<file path="config.mk">
export PLATFORM = sky130hd
export DESIGN_NAME = pipe_stage_chain
export DESIGN_NICKNAME = d
export VERILOG_FILES = /design/src/rtl/pipe_stage_chain.sv
export SDC_FILE = /design/constraint.sdc
export NUM_CORES = 1
export LEC_CHECK = 0
export BUFFER_PORTS_ARGS = -buffer_cell sky130_fd_sc_hd__buf_2
export CORE_MARGIN = 3
export CORE_UTILIZATION = 35
export CTS_CLUSTER_DIAMETER = 150
export CTS_CLUSTER_SIZE = 24
export DETAILED_ROUTE_END_ITERATION = 6
export SKIP_LAST_GASP = 1
export SLEW_MARGIN = 40
export SYNTH_ARGS = -nofsm -noshare
export SYNTH_HDL_FRONTEND = slang
export SYNTH_SLANG_ARGS = --single-unit
export TNS_END_PERCENT = 30
</file>
<file path="constraint.sdc">
create_clock -name clk -period 2.49 [get_ports clk]
set_clock_uncertainty 0.05 [all_clocks]
set_input_delay 0.3735 -clock clk [delete_from_list [all_inputs] [get_ports clk]]
set_output_delay 0.3735 -clock clk [all_outputs]
set_load 0.01 [all_outputs]
</file>
<file path="src/rtl/pipe_stage_chain.sv">
// pipe_stage_chain: a chain of DEPTH pipeline register slots with per-slot
// stall/bubble/hold control, a flush that empties every slot, a registered
// delay-slot hint fed back upstream, and two saturating activity counters.
//
// Ports:
//   clk         - single clock, all state on the rising edge
//   rst         - synchronous active-high reset
//   stall       - stall vector; slot k looks at bits BASE+k and BASE+k+1
//   flush       - turn every slot into a bubble
//   in_data     - upstream payload
//   in_valid    - upstream payload is a real instruction
//   in_ds       - upstream instruction sits in a delay slot
//   next_ds_i   - the next instruction will be in a delay slot
//   out_data    - payload of the last slot
//   out_valid   - last slot holds a real instruction
//   out_ds      - delay-slot flag of the last slot
//   ds_hold_o   - next_ds_i captured whenever slot 0 advances
//   bubble_cnt  - saturating count of edges seen with out_valid low
//   hold_cnt    - saturating count of edges where the last slot held
module pipe_stage_chain #(
  parameter int unsigned   DW      = 32,
  parameter int unsigned   DEPTH   = 1,
  parameter int unsigned   BASE    = 2,
  parameter int unsigned   STALL_W = 6,
  parameter logic [DW-1:0] NOP_VAL = '0
) (
  input  logic               clk,
  input  logic               rst,
  input  logic [STALL_W-1:0] stall,
  input  logic               flush,
  input  logic [DW-1:0]      in_data,
  input  logic               in_valid,
  input  logic               in_ds,
  input  logic               next_ds_i,
  output logic [DW-1:0]      out_data,
  output logic               out_valid,
  output logic               out_ds,
  output logic               ds_hold_o,
  output logic [15:0]        bubble_cnt,
  output logic [15:0]        hold_cnt
);

  // Registered contents of every slot, gathered so slot k can read slot k-1.
  logic [DW-1:0] slot_data  [DEPTH];
  logic          slot_valid [DEPTH];
  logic          slot_ds    [DEPTH];

  for (genvar k = 0; k < DEPTH; k++) begin : g_slot
    logic          s;
    logic          n;
    logic [DW-1:0] src_data;
    logic          src_valid;
    logic          src_ds;
    logic [DW-1:0] data_q, data_d;
    logic          valid_q, valid_d;
    logic          ds_q, ds_d;

    // s stops this slot; n says the downstream slot is also stopped.
    assign s = stall[BASE+k];
    assign n = stall[BASE+k+1];

    if (k == 0) begin : g_src_in
      assign src_data  = in_data;
      assign src_valid = in_valid;
      assign src_ds    = in_ds;
    end else begin : g_src_prev
      assign src_data  = slot_data[k-1];
      assign src_valid = slot_valid[k-1];
      assign src_ds    = slot_ds[k-1];
    end

    // Default is hold (s=1, n=1). A stopped slot whose consumer keeps moving
    // must emit a bubble, otherwise its item would be duplicated downstream.
    always_comb begin
      data_d  = data_q;
      valid_d = valid_q;
      ds_d    = ds_q;
      if (flush || (s && !n)) begin
        data_d  = NOP_VAL;
        valid_d = 1'b0;
        ds_d    = 1'b0;
      end else if (!s) begin
        data_d  = src_valid ? src_data : NOP_VAL;
        valid_d = src_valid;
        ds_d    = src_ds;
      end
    end

    always_ff @(posedge clk) begin
      if (rst) begin
        data_q  <= NOP_VAL;
        valid_q <= 1'b0;
        ds_q    <= 1'b0;
      end else begin
        data_q  <= data_d;
        valid_q <= valid_d;
        ds_q    <= ds_d;
      end
    end

    assign slot_data[k]  = data_q;
    assign slot_valid[k] = valid_q;
    assign slot_ds[k]    = ds_q;
  end

  // Outputs come straight from the last slot's registers.
  assign out_data  = slot_data[DEPTH-1];
  assign out_valid = slot_valid[DEPTH-1];
  assign out_ds    = slot_ds[DEPTH-1];

  // Delay-slot hint: only refreshed when slot 0 actually takes a new item,
  // so it stays aligned with what upstream presented.
  logic ds_hold_q, ds_hold_d;

  always_comb begin
    ds_hold_d = ds_hold_q;
    if (flush) begin
      ds_hold_d = 1'b0;
    end else if (!stall[BASE]) begin
      ds_hold_d = next_ds_i;
    end
  end

  always_ff @(posedge clk) begin
    if (rst) begin
      ds_hold_q <= 1'b0;
    end else begin
      ds_hold_q <= ds_hold_d;
    end
  end

  assign ds_hold_o = ds_hold_q;

  // Activity counters. Flush wins over hold, so a flushing edge never counts
  // as a hold; flush itself leaves both counters alone.
  logic        last_hold;
  logic [15:0] bubble_cnt_q, bubble_cnt_d;
  logic [15:0] hold_cnt_q, hold_cnt_d;

  assign last_hold = stall[BASE+DEPTH-1] & stall[BASE+DEPTH] & ~flush;

  always_comb begin
    bubble_cnt_d = bubble_cnt_q;
    hold_cnt_d   = hold_cnt_q;
    if (!out_valid && (bubble_cnt_q != 16'hFFFF)) begin
      bubble_cnt_d = bubble_cnt_q + 16'd1;
    end
    if (last_hold && (hold_cnt_q != 16'hFFFF)) begin
      hold_cnt_d = hold_cnt_q + 16'd1;
    end
  end

  always_ff @(posedge clk) begin
    if (rst) begin
      bubble_cnt_q <= 16'd0;
      hold_cnt_q   <= 16'd0;
    end else begin
      bubble_cnt_q <= bubble_cnt_d;
      hold_cnt_q   <= hold_cnt_d;
    end
  end

  assign bubble_cnt = bubble_cnt_q;
  assign hold_cnt   = hold_cnt_q;

  // Stall bits outside BASE..BASE+DEPTH are deliberately ignored.
  logic unused_stall;
  assign unused_stall = ^stall;

endmodule
</file>
After elaboration in Yosys (flattened, before gate mapping)
Index checks and enable logic that the tools add are counted.
{"block": "word_totals", "ff_bits": 67, "input_bits": 44, "output_inout_bits": 67, "wordCells": 22}
{"block": "op_classes", "n_addsub": 2, "eq_ne": 2, "muxes": 1, "bitwise_logic": 3, "n_reduce_logical": 8}
{"op": "16-bit by 1-bit adder with 16-bit output, second input constant", "n": 2}
{"op": "32-bit 2-to-1 mux", "n": 1}
{"op": "16-bit inequality test, second input constant", "n": 2}
{"op": "2-bit OR reduction", "n": 2}
{"op": "1-bit logical AND", "n": 3}
{"op": "1-bit AND", "n": 2}
{"op": "1-bit zero test", "n": 2}
{"op": "1-bit logical OR", "n": 1}
{"op": "1-bit NOT", "n": 1}

Logic depth before layout (Yosys ltp)
Gate-level depths: netlist (run 1).
{"block": "depth", "word_depth": 4, "ltp_mapped": 5, "depth_no_buf": 5}

Worst setup path before layout (run 1)
OpenSTA, ideal clock, no wires.
{"block": "synth_path", "kind": "reg2reg", "startpoint": "register hold_cnt_q[2], in the netlist hold_cnt[2]", "endpoint": "register hold_cnt_q[15], in the netlist hold_cnt[15]", "setup_ns": 0.121, "arrival_ns": 1.805, "required_ns": 2.319, "path_slack_ns": 0.515, "path_stages_with_launch": 6, "path_buffers": 1, "period_less_slack_ns": 1.975, "cell_sequence": "dfxtp_1 > nand3_2 > or4_1 > buf_2 > nor4b_1 > mux2_2"}
{"block": "synth_via", "elab_chain_len": 2, "elab_cells_between_ends": 3, "cone_classes": "add/sub: 1; eq/ne: 1; reduce/logical: 1"}
{"element": "from (decl)", "line": "138", "source": "logic [15:0] hold_cnt_q, hold_cnt_d;"}
{"element": "from (signal assigned)", "line": "159", "source": "hold_cnt_q <= hold_cnt_d;"}
{"element": "branches (longest 2 deep; another with 16-bit by 1-bit adder with 16-bit output)"}
Parallel ways; which one is timed is not known.
A chain may end at the register's enable or synchronous reset.

Worst setup path after layout (run 1)
Ends and elaborated chain as after synthesis.

==> summary.md, run 1 <==
| Metric | Value |
|---|---|
| Routability cong. | 0.806 |
| Area contributors post-synth | dfxtp_1 47%, a22oi_1 8.4%, nor2_1 7.2% |
| First-pass GRT wire length | approximately 12000 µm |
| Yosys reg bits | 67 |
| Area share of the largest cell type after synthesis | 0.466 |
| Reg2reg start | hold_cnt[2] |
| Setup bufs post-CTS | 0 |
| Worst slew pin tran | 619 ps |
| TritonCTS Buffers | 9 |
| DRT Pass-1 Iters | 4 |
| Worst-path fanout max | 9 |
| DRC | 0 |
| Int Power | 1.66 mW |
| Fin. Hold Viols | 0 |
| RSZ-0062 raised after global routing | no |
| Min setup slack post-route | 379 ps |
| Drt via density | about 5.3 |
| H-tree depth | 3 |
| Most frequent cells after synthesis | 67 x dfxtp_1, 55 x nor2_1, 32 x a22oi_1, 17 x a21oi_1, 12 x clkbuf_1 |
| Post-synth ARST share | 0 |
| PortBufs | 106 |
| Post-route ant nets | 0 |
| CP Class | reg2reg |
| Largest net degree at the start of global routing | 45 |
| CP Data Required Time | 2660 ps |
| Reg power frac | 0.512 |
| Mapped cell area | 0.00288 mm² |
| Pwr dens | ~580 mW/mm² |
| Final instance area | 0.00372 mm² |
| FMAX | 0.474 GHz |
| Period utilization | 0.848 |
| Top-Level Pins | 111 |
| Root buf cell | clkbuf_8 |
| Hold path start | flush |
| Area leader, netlist | dfxtp_1 |
| Clock Power Share | 0.420 |
| Hold_buf cts | 0 |
| Place WS | 295 ps |
| Die Width | 96.6 µm |
| Placed Instance Area | between 0.003 and 0.004 mm² |
| Setup crit start kind | register |
| Share of cells above drive strength 1 | 0.330 |
| Post-Syn Nets | between 300 and 400 |
| Maxcap violations | 0 |
| Number of flops mapped to enable cells by yosys | 0 |
| Vias in the first global route | 2669 |
| CP Capture Type | register |
| Starting Density | 0.366 |
| Syn avg cell area | 8.85 µm² |
| Tmin final | ~2100 ps |
| Ant diodes | 0 |
| Inst Count DP | 524 |
| Total wire length | 7200 µm |
| Slew margin rel. | 0.584 |
| Min Hold Slack | 190 ps |
| Final Max Slew Viols | 0 |
| Post-synth cell types | 43 |
| Hold Path Stages | 2 |
| Cells after Synth | 325 |
| R2r endpoint | hold_cnt[15] |
| Critical path arrival | 2280 ps |
| Die height | about 97 µm |
| Most frequent cell after synthesis | dfxtp_1 |
| Clock Sinks | 67 |
| Seq/Total Area, Yosys | 0.466 |
| Register-to-register setup slack | about 380 ps |
| Outcome | completed |
| Yosys warning count | 0 |
| Initial DRC Count | 117 |
| Global Route Usage Sum | 0.155 |
| Switching part of the total | 0.225 |
| Hold Path End | ds_hold_o |
| Vias | 2851 |
| FP Rows | 32 |
| Logic pwr share | 0.068 |
| Die ar. | 0.00934 mm² |
| Clk buf depth | 2 |
| # setup viols final | 0 |
| Post-route insts no fill | 539 |
| Core area | around 0.0078 mm² |
| CTS clk-pin slew, worst paths | 70 ps |
| CTS tree | yes |
| Maximum VDD drop | 435 µV |
| Wire per inst | about 13 µm |
| Reg2reg path depth | 4 |
| Worst hold path class | in2reg |
| Resized cells post-CTS | 0 |
| Most used DFF post-synth | dfxtp_1 |
| Initial antenna violation count | 0 |
| Fin Setup TNS | 0 ps |
| Leak pwr | between 1.5 and 2 nW |
| Area Growth Syn to Fin | 29.2% |
| Post-DP HPWL | 5050 µm |
| Nets | 479 |
| Switch Pwr | 0.484 mW |
| Grt total ovfl | 0 |
| Worst-Skew Late Latency | 330 ps |
==> routing by layer <==
metal	wire (µm)	GRT usage	vias up
li1	-	-	1419
met1	3250	0.185	1348
met2	3350	0.254	79
met3	535	0.0671	5
met4	61	0.0410	0
met5	0	0	-
==> power groups by stage <==
stage	clock [mW]	sequential, mW	combinational [mW]
final	0.902	1.10	0.146
after CTS	0.938	1.10	0.149
after detailed placement	0	1.12	0.149
after global placement	0	1.12	0.145
after floorplan	0	1.13	0.0785
after global routing	0.984	1.10	0.166
==> stage by stage <==
step / power (mW) / util
5_1_grt: 2.25 / 0.474
3_3_place_gp: 1.27 / 0.449
2_1_floorplan: 1.21 / -
3_5_place_dp: 1.27 / 0.449
6_report: 2.15 / 0.474
4_1_cts: 2.19 / 0.474
==> registers in the layout, summed over array words and instances, names as in the netlist <==
name,cells
bubble_cnt,16
out_ds,1
hold_cnt,16
out_valid,1
out_data,32
ds_hold_o,1
==> cell usage in the layout, fill, tap and decap left out, types with 2 or more instances in the layout <==
cell type / n
buf_2: 106
dfxtp_1: 67
nor2_1: 55
a22oi_1: 32
a21oi_1: 17
nand3_1: 11
nand2_1: 11
clkbuf_8: 11
nand4_1: 10
nor4_1: 10
buf_4: 10
nor3_1: 9
nor2b_1: 9
mux2_2: 9
o21ai_0: 8
or4_1: 7
inv_1: 6
or3_1: 6
o31ai_1: 6
mux2i_1: 5
and3b_1: 2
a311oi_1: 2
nor4b_1: 2
nand2b_1: 2
ha_1: 2
clkbuf_1: 2
==> cell families after synthesis <==
family          count (synthesis)  synth area share
compound gates                 72             0.167
flops                          67             0.466
simple gates                  145             0.265
buf+inv                        25            0.0400
fa+ha+maj                       2           0.00870
mux                            14            0.0527
==> worst max-delay path: stages (launching register included) <==
cell and delay [ps]:
dfxtp_1 460, nand3_2 100, or4_1 680, nor4b_1 350
mux2_2 370
==> how the worst max path moves through the flow <==
stage	start	to
final	hold_cnt[2]	hold_cnt[15]
after global routing	hold_cnt[2]	hold_cnt[15]
after CTS	hold_cnt[2]	hold_cnt[15]
after detailed placement	flush	hold_cnt[15]
after global placement	flush	hold_cnt[15]
after floorplan	hold_cnt[2]	hold_cnt[15]
==> area by class of cell <==
| cell class | instances | area [µm²] |
|---|---|---|
| Clock buffer | 13 | 159 |
| Fill cell | 816 | 4130 |
| Timing Repair Buffer | 116 | 606 |
| Sequential cell | 67 | 1340 |
| Clock inverter | 2 | 35.0 |
| Inverter | 6 | 22.5 |
| Multi-Input combinational cell | 233 | 1430 |
| Tap cell | 102 | 128 |
(Power assumes the default switching activity.)
==> run 2: changes to the inputs <==
==> constraint.sdc (replaced) <==
create_clock -name clk -period 2.2 [get_ports clk]
set_clock_uncertainty 0.05 [all_clocks]
set_input_delay 0.33 -clock clk [delete_from_list [all_inputs] [get_ports clk]]
set_output_delay 0.33 -clock clk [all_outputs]
set_load 0.01 [all_outputs]
==> run 2 against run 1 <==
  * Sequential power grew 13%
  * Critical path type unchanged
  * Routed wire length increased by 2.6%
  * Register-to-register slack got worse by 210 ps
  * Die area did not move
  * Maximum frequency is 3.8% higher
  * First-iteration DRC count decreased by 12%
  * Combinational power rose by 17%
  * Count of clock-buffer cells in the layout shrank 2
  * Sequential cell count unchanged
  * Final area rose by 2.3%
  * Largest power group unchanged
==> summary.md, run 2 (synthesized netlist as in run 1, its figures left out) <==
| Metric | Value |
|---|---|
| FP Rows | 32 |
| Clock Sinks | 67 |
| Hold path start | flush |
| Worst hold path class | in2reg |
| Routability cong. | around 0.8 |
| Grt total ovfl | 0 |
| Core area | 0.00785 mm² |
| Largest net degree at the start of global routing | 46 |
| Die Width | 96.6 µm |
| Post-route ant nets | 0 |
| Worst-path fanout max | 7 |
| # setup viols final | 0 |
| CP Capture Type | register |
| CP Class | reg2reg |
| Clk buf depth | 2 |
| Hold Path Stages | 2 |
| Slew margin rel. | 0.610 |
| Share of cells above drive strength 1 | 0.345 |
| Fin. Hold Viols | 0 |
| Ant diodes | 0 |
| RSZ-0062 raised after global routing | no |
| CTS tree | yes |
| Maximum VDD drop | between 300 and 400 µV |
| Period utilization | 0.924 |
| Vias | slightly below 3000 |
| TritonCTS Buffers | 9 |
| Hold_buf cts | 0 |
| Post-DP HPWL | 5090 µm |
| Place WS | 84.9 ps |
| Top-Level Pins | 111 |
| H-tree depth | 3 |
| DRT Pass-1 Iters | 4 |
| Setup bufs post-CTS | 0 |
| Crit path launch | hold_cnt[3] |
| PortBufs | 106 |
| DRC | 0 |
| Resized cells post-CTS | 0 |
| Maxcap violations | 0 |
| Nets | 487 |
| Commonest non-fill, non-tap cell in the layout | buf_2 |
| Setup crit start kind | register |
| Worst slew pin tran | 580 ps |
| Outcome | completed |
| Die ar. | 0.00934 mm² |
| Layout Utilization | 0.484 |
| Reg2reg start | hold_cnt[3] |
| Leak pwr | 1.59 nW |
| Initial DRC Count | about 100 |
| First-pass GRT wire length | between 10000 and 15000 µm |
| FMAX | 0.492 GHz |
| Total wire length | 7390 µm |
| Vias in the first global route | 2712 |
| Area Growth Syn to Fin | 32.2% |
| Hold Path End | ds_hold_o |
| Register-to-register setup slack | 170 ps |
| Min Hold Slack | 145 ps |
| CP Data Required Time | roughly 2400 ps |
| Tmin final | 2030 ps |
| Global Route Usage Sum | 0.155 |
| Initial antenna violation count | 0 |
| Max reg flops | 32 |
| Critical path arrival | approximately 2300 ps |
| Worst-Skew Late Latency | 340 ps |
| Die height | 96.6 µm |
| Fin Setup TNS | 0 ps |
| Drt via density | about 5.3 |
| CTS clk-pin slew, worst paths | 70 ps |
| Min setup slack post-route | 166 ps |
| Starting Density | 0.366 |
| R2r endpoint | hold_cnt[13] |
| Pwr dens | 637 mW/mm² |
| Reg2reg path depth | 5 |
| Most frequent cells in the layout | 106 x buf_2, 67 x dfxtp_1, 55 x nor2_1 |
| Final Max Slew Viols | 0 |
| Wire per inst | 13.5 µm |
| Root buf cell | clkbuf_8 |
==> run 2: cell types whose count changed in the layout (fill, tap and decap cells not counted), sizes merged <==
| cell | delta |
|---|---|
| buf | +8 |
| clkbuf | -2 |
| clkinv | +2 |
| clkinvlp | +1 |
==> run 2: cell type report <==
| cell class | instances | area, µm² |
|---|---|---|
| Multi-Input combinational cell | 233 | 1430 |
| Clock buffer | 11 | 141 |
| Inverter | 6 | 22.5 |
| Clock inverter | 5 | 52.6 |
| Timing Repair Buffer | 124 | 691 |
| Sequential cell | 67 | 1340 |
| Tap cell | 102 | 128 |
| Fill cell | 796 | 4050 |
==> run 2: through the flow <==
stage,power [mW],area (µm²),instances
after floorplan,1.37,2880,325
after global placement,1.44,3610,532
after detailed placement,1.45,3610,532
after CTS,2.46,3800,548
after global routing,2.53,3800,548
final,2.42,3800,548
==> run 2: report_power, final <==
| part | leakage, nW | internal [mW] | switching, mW |
|---|---|---|---|
| clock | 0.0991 | 0.549 | 0.456 |
| combinational | 0.949 | 0.0780 | 0.0934 |
| sequential | 0.542 | 1.23 | 0.0141 |
==> run 2: per-layer routing <==
metal | track usage | share of wire
met1 | 0.189 | 0.46
met2 | 0.254 | 0.47
met3 | 0.0649 | 0.068
met4 | 0.0356 | 0.0028
met5 | 0 | 0
==> run 2: how the worst max path moves through the flow <==
stage,endpoint,slack (ps)
CTS,hold_cnt[11],170
global placement,hold_cnt[13],110
global route,hold_cnt[13],40
finish,hold_cnt[13],170
floorplan,hold_cnt[15],220
detailed placement,hold_cnt[11],80
==> run 2: critical path, stage by stage (launching register included) <==
cell and delay (ps):
dfxtp_1 430, nand3_2 110, or4_1 590, buf_4 190, or4_1 460, a21oi_1 160
==> run 3: changes to the inputs <==
--- a/config.mk
+++ b/config.mk
@@ -11,6 +11,7 @@
 export CTS_CLUSTER_DIAMETER = 150
 export CTS_CLUSTER_SIZE = 24
 export DETAILED_ROUTE_END_ITERATION = 6
+export GPL_ROUTABILITY_DRIVEN = 0
 export SKIP_LAST_GASP = 1
 export SLEW_MARGIN = 40
 export SYNTH_ARGS = -nofsm -noshare
==> constraint.sdc (replaced) <==
create_clock -name clk -period 1.66 [get_ports clk]
set_clock_uncertainty 0.05 [all_clocks]
set_input_delay 0.249 -clock clk [delete_from_list [all_inputs] [get_ports clk]]
set_output_delay 0.249 -clock clk [all_outputs]
set_load 0.01 [all_outputs]
==> run 3 against run 2 <==
  * The run now ends with negative setup slack left
  * Count of clock-buffer cells in the layout is the same
  * Sequential share of layout area shrank 4.3 points
  * Worst hold slack lost 90 ps
  * Critical path depth shrank 1
  * Critical path type unchanged
  * Largest cell class unchanged
  * Largest power group is now clock
==> summary.md, run 3 (synthesized netlist as in run 1, its figures left out) <==
| Metric | Value |
|---|---|
| First-pass GRT wire length | about 14000 µm |
| PortBufs | 106 |
| Slowest stage delay, CP | 560 ps |
| DRC | 0 |
| Setup crit start kind | register |
| Maximum VDD drop | 520 µV |
| Period utilization | 1.06 |
| Drt via density | 5.23 |
| Clock Sinks | 67 |
| Pwr dens | approximately 830 mW/mm² |
| Crit-path slowest cell | or4_4 |
| CP Data Required Time | 1880 ps |
| Share of cells above drive strength 1 | 0.476 |
| FMAX | between 0.5 and 0.6 GHz |
| Fill cells | 770 |
| Ant diodes | 0 |
| Post-DP HPWL | 5810 µm |
| Core area | 0.00785 mm² |
| Critical path cell sequence | nand3_4, or4_4, or3_2, a21oi_2 |
| Die ar. | a little over 0.009 mm² |
| Slew margin rel. | 0.724 |
| CTS clk-pin slew, worst paths | 80 ps |
| Hold path start | flush |
| Tmin final | 1750 ps |
| Initial DRC Count | 95 |
| Vias in the first global route | 3107 |
| CP Buf/Inv Count | 0 |
| Critical path arrival | 1970 ps |
| Most frequent cells in the layout | 106 x buf_2, 62 x buf_4, 55 x nor2_1, 55 x dfxtp_1, 32 x a22oi_1 |
| Worst-path fanout max | 5 |
| Hold Path Stages | 2 |
| Maxcap violations | 0 |
| Fin. Hold Viols | 0 |
| CP Capture Type | register |
| Nets | 535 |
| Final Max Slew Viols | 0 |
| Total wire length | between 8000 and 9000 µm |
| Starting Density | 0.366 |
| Hold_buf cts | 0 |
| Die height | between 90 and 100 µm |
| Min setup slack post-route | -93.0 ps |
| FP Rows | 32 |
| Hold Path End | ds_hold_o |
| Initial antenna violation count | 0 |
| Root buf cell | clkbuf_8 |
| Register area | 0.00137 mm² |
| CP top delay family | simple AND/OR/NAND/NOR gates |
| Worst slew pin tran | 414 ps |
| Area Growth Syn to Fin | 53.9% |
| Vias | 3116 |
| Worst hold path class | in2reg |
| Commonest non-fill, non-tap cell in the layout | buf_2 |
| Layout Utilization | 0.564 |
| Register-to-register setup slack | -90 ps |
| Wire per inst | 14.2 µm |
| R2r endpoint | hold_cnt[7] |
| Outcome | finished, violations left |
| DRT Pass-1 Iters | 4 |
| Reg2reg path depth | 4 |
| Max reg flops | 32 |
| Largest net degree at the start of global routing | 40 |
| CP Class | reg2reg |
| Post-route ant nets | 0 |
| Failing checks | negative setup slack |
| Clk buf depth | 2 |
| Top-Level Pins | 111 |
| Die Width | 96.6 µm |
| Grt total ovfl | 0 |
| Reg2reg start | hold_cnt[4] |
| H-tree depth | 3 |
| TritonCTS Buffers | 9 |
| Global Route Usage Sum | 0.176 |
| CTS tree | yes |
| Worst-Skew Late Latency | between 300 and 400 ps |
| Area occupied by multi-input gates | 0.00158 mm² |
| RSZ-0062 raised after global routing | yes |
| # setup viols final | 5 |
| Min Hold Slack | 55.0 ps |
| Leak pwr | 1.90 nW |
## run 3: worst max path at each step
stage	start	to	slack, ps	depth (start not counted)
after floorplan	hold_cnt[3]	hold_cnt[15]	-150	5
after CTS	hold_cnt[7]	hold_cnt[15]	-100	4
final	hold_cnt[4]	hold_cnt[7]	-90	4
after global placement	flush	hold_cnt[15]	-310	5
after detailed placement	flush	hold_cnt[15]	-350	5
after global routing	hold_cnt[3]	hold_cnt[7]	-140	4
## run 3: where the power goes
part | leakage [nW] | internal, mW | total, mW | switching, mW
registers | 0.549 | 1.62 | 1.64 | 0.0157
logic | 1.22 | 0.129 | 0.266 | 0.137
clock network | 0.131 | 1.13 | 1.79 | 0.654
total | 1.90 | 2.88 | 3.69 | 0.807
## run 3: cell type report
class / instances / share of cell area
Clock buffer: 11 / 0.0368
Clock inverter: 5 / 0.0240
Inverter: 6 / 0.00509
Multi-Input combinational cell: 234 / 0.357
Sequential cell: 67 / 0.310
Tap cell: 102 / 0.0288
Timing Repair Buffer: 171 / 0.239
## run 3: worst reg2reg max path, cell delays in order (launching register included)
cell,delay (ps)
dfxtp_4,360
nand3_4,80
or4_4,560
or3_2,490
a21oi_2,150
## run 3: repair_timing
action | in CTS | in global routing
gates cloned | 1 | 0
setup buffers | 3 | 2
setup endpoints to repair | 15 | 26
resized for setup | 11 | 22
pin swaps | 9 | 6
## run 3: per-layer routing
metal	vias up	share of wire	track usage
met5	-	0	0
met4	0	0.0055	0.0583
met3	5	0.067	0.0505
met2	86	0.48	0.287
met1	1478	0.45	0.224
li1	1547	-	-
## run 3: metrics by stage
stage	power [mW]	setup TNS, ps	setup slack, ps	instance area [µm²]	instances
3_3_place_gp	1.93	-1800	-314	3970	574
6_report	3.69	-326	-93.0	4420	596
3_5_place_dp	1.94	-2130	-348	3970	574
4_1_cts	3.73	-614	-102	4320	594
2_1_floorplan	1.81	-1250	-147	2910	325
5_1_grt	3.83	-1100	-140	4420	596
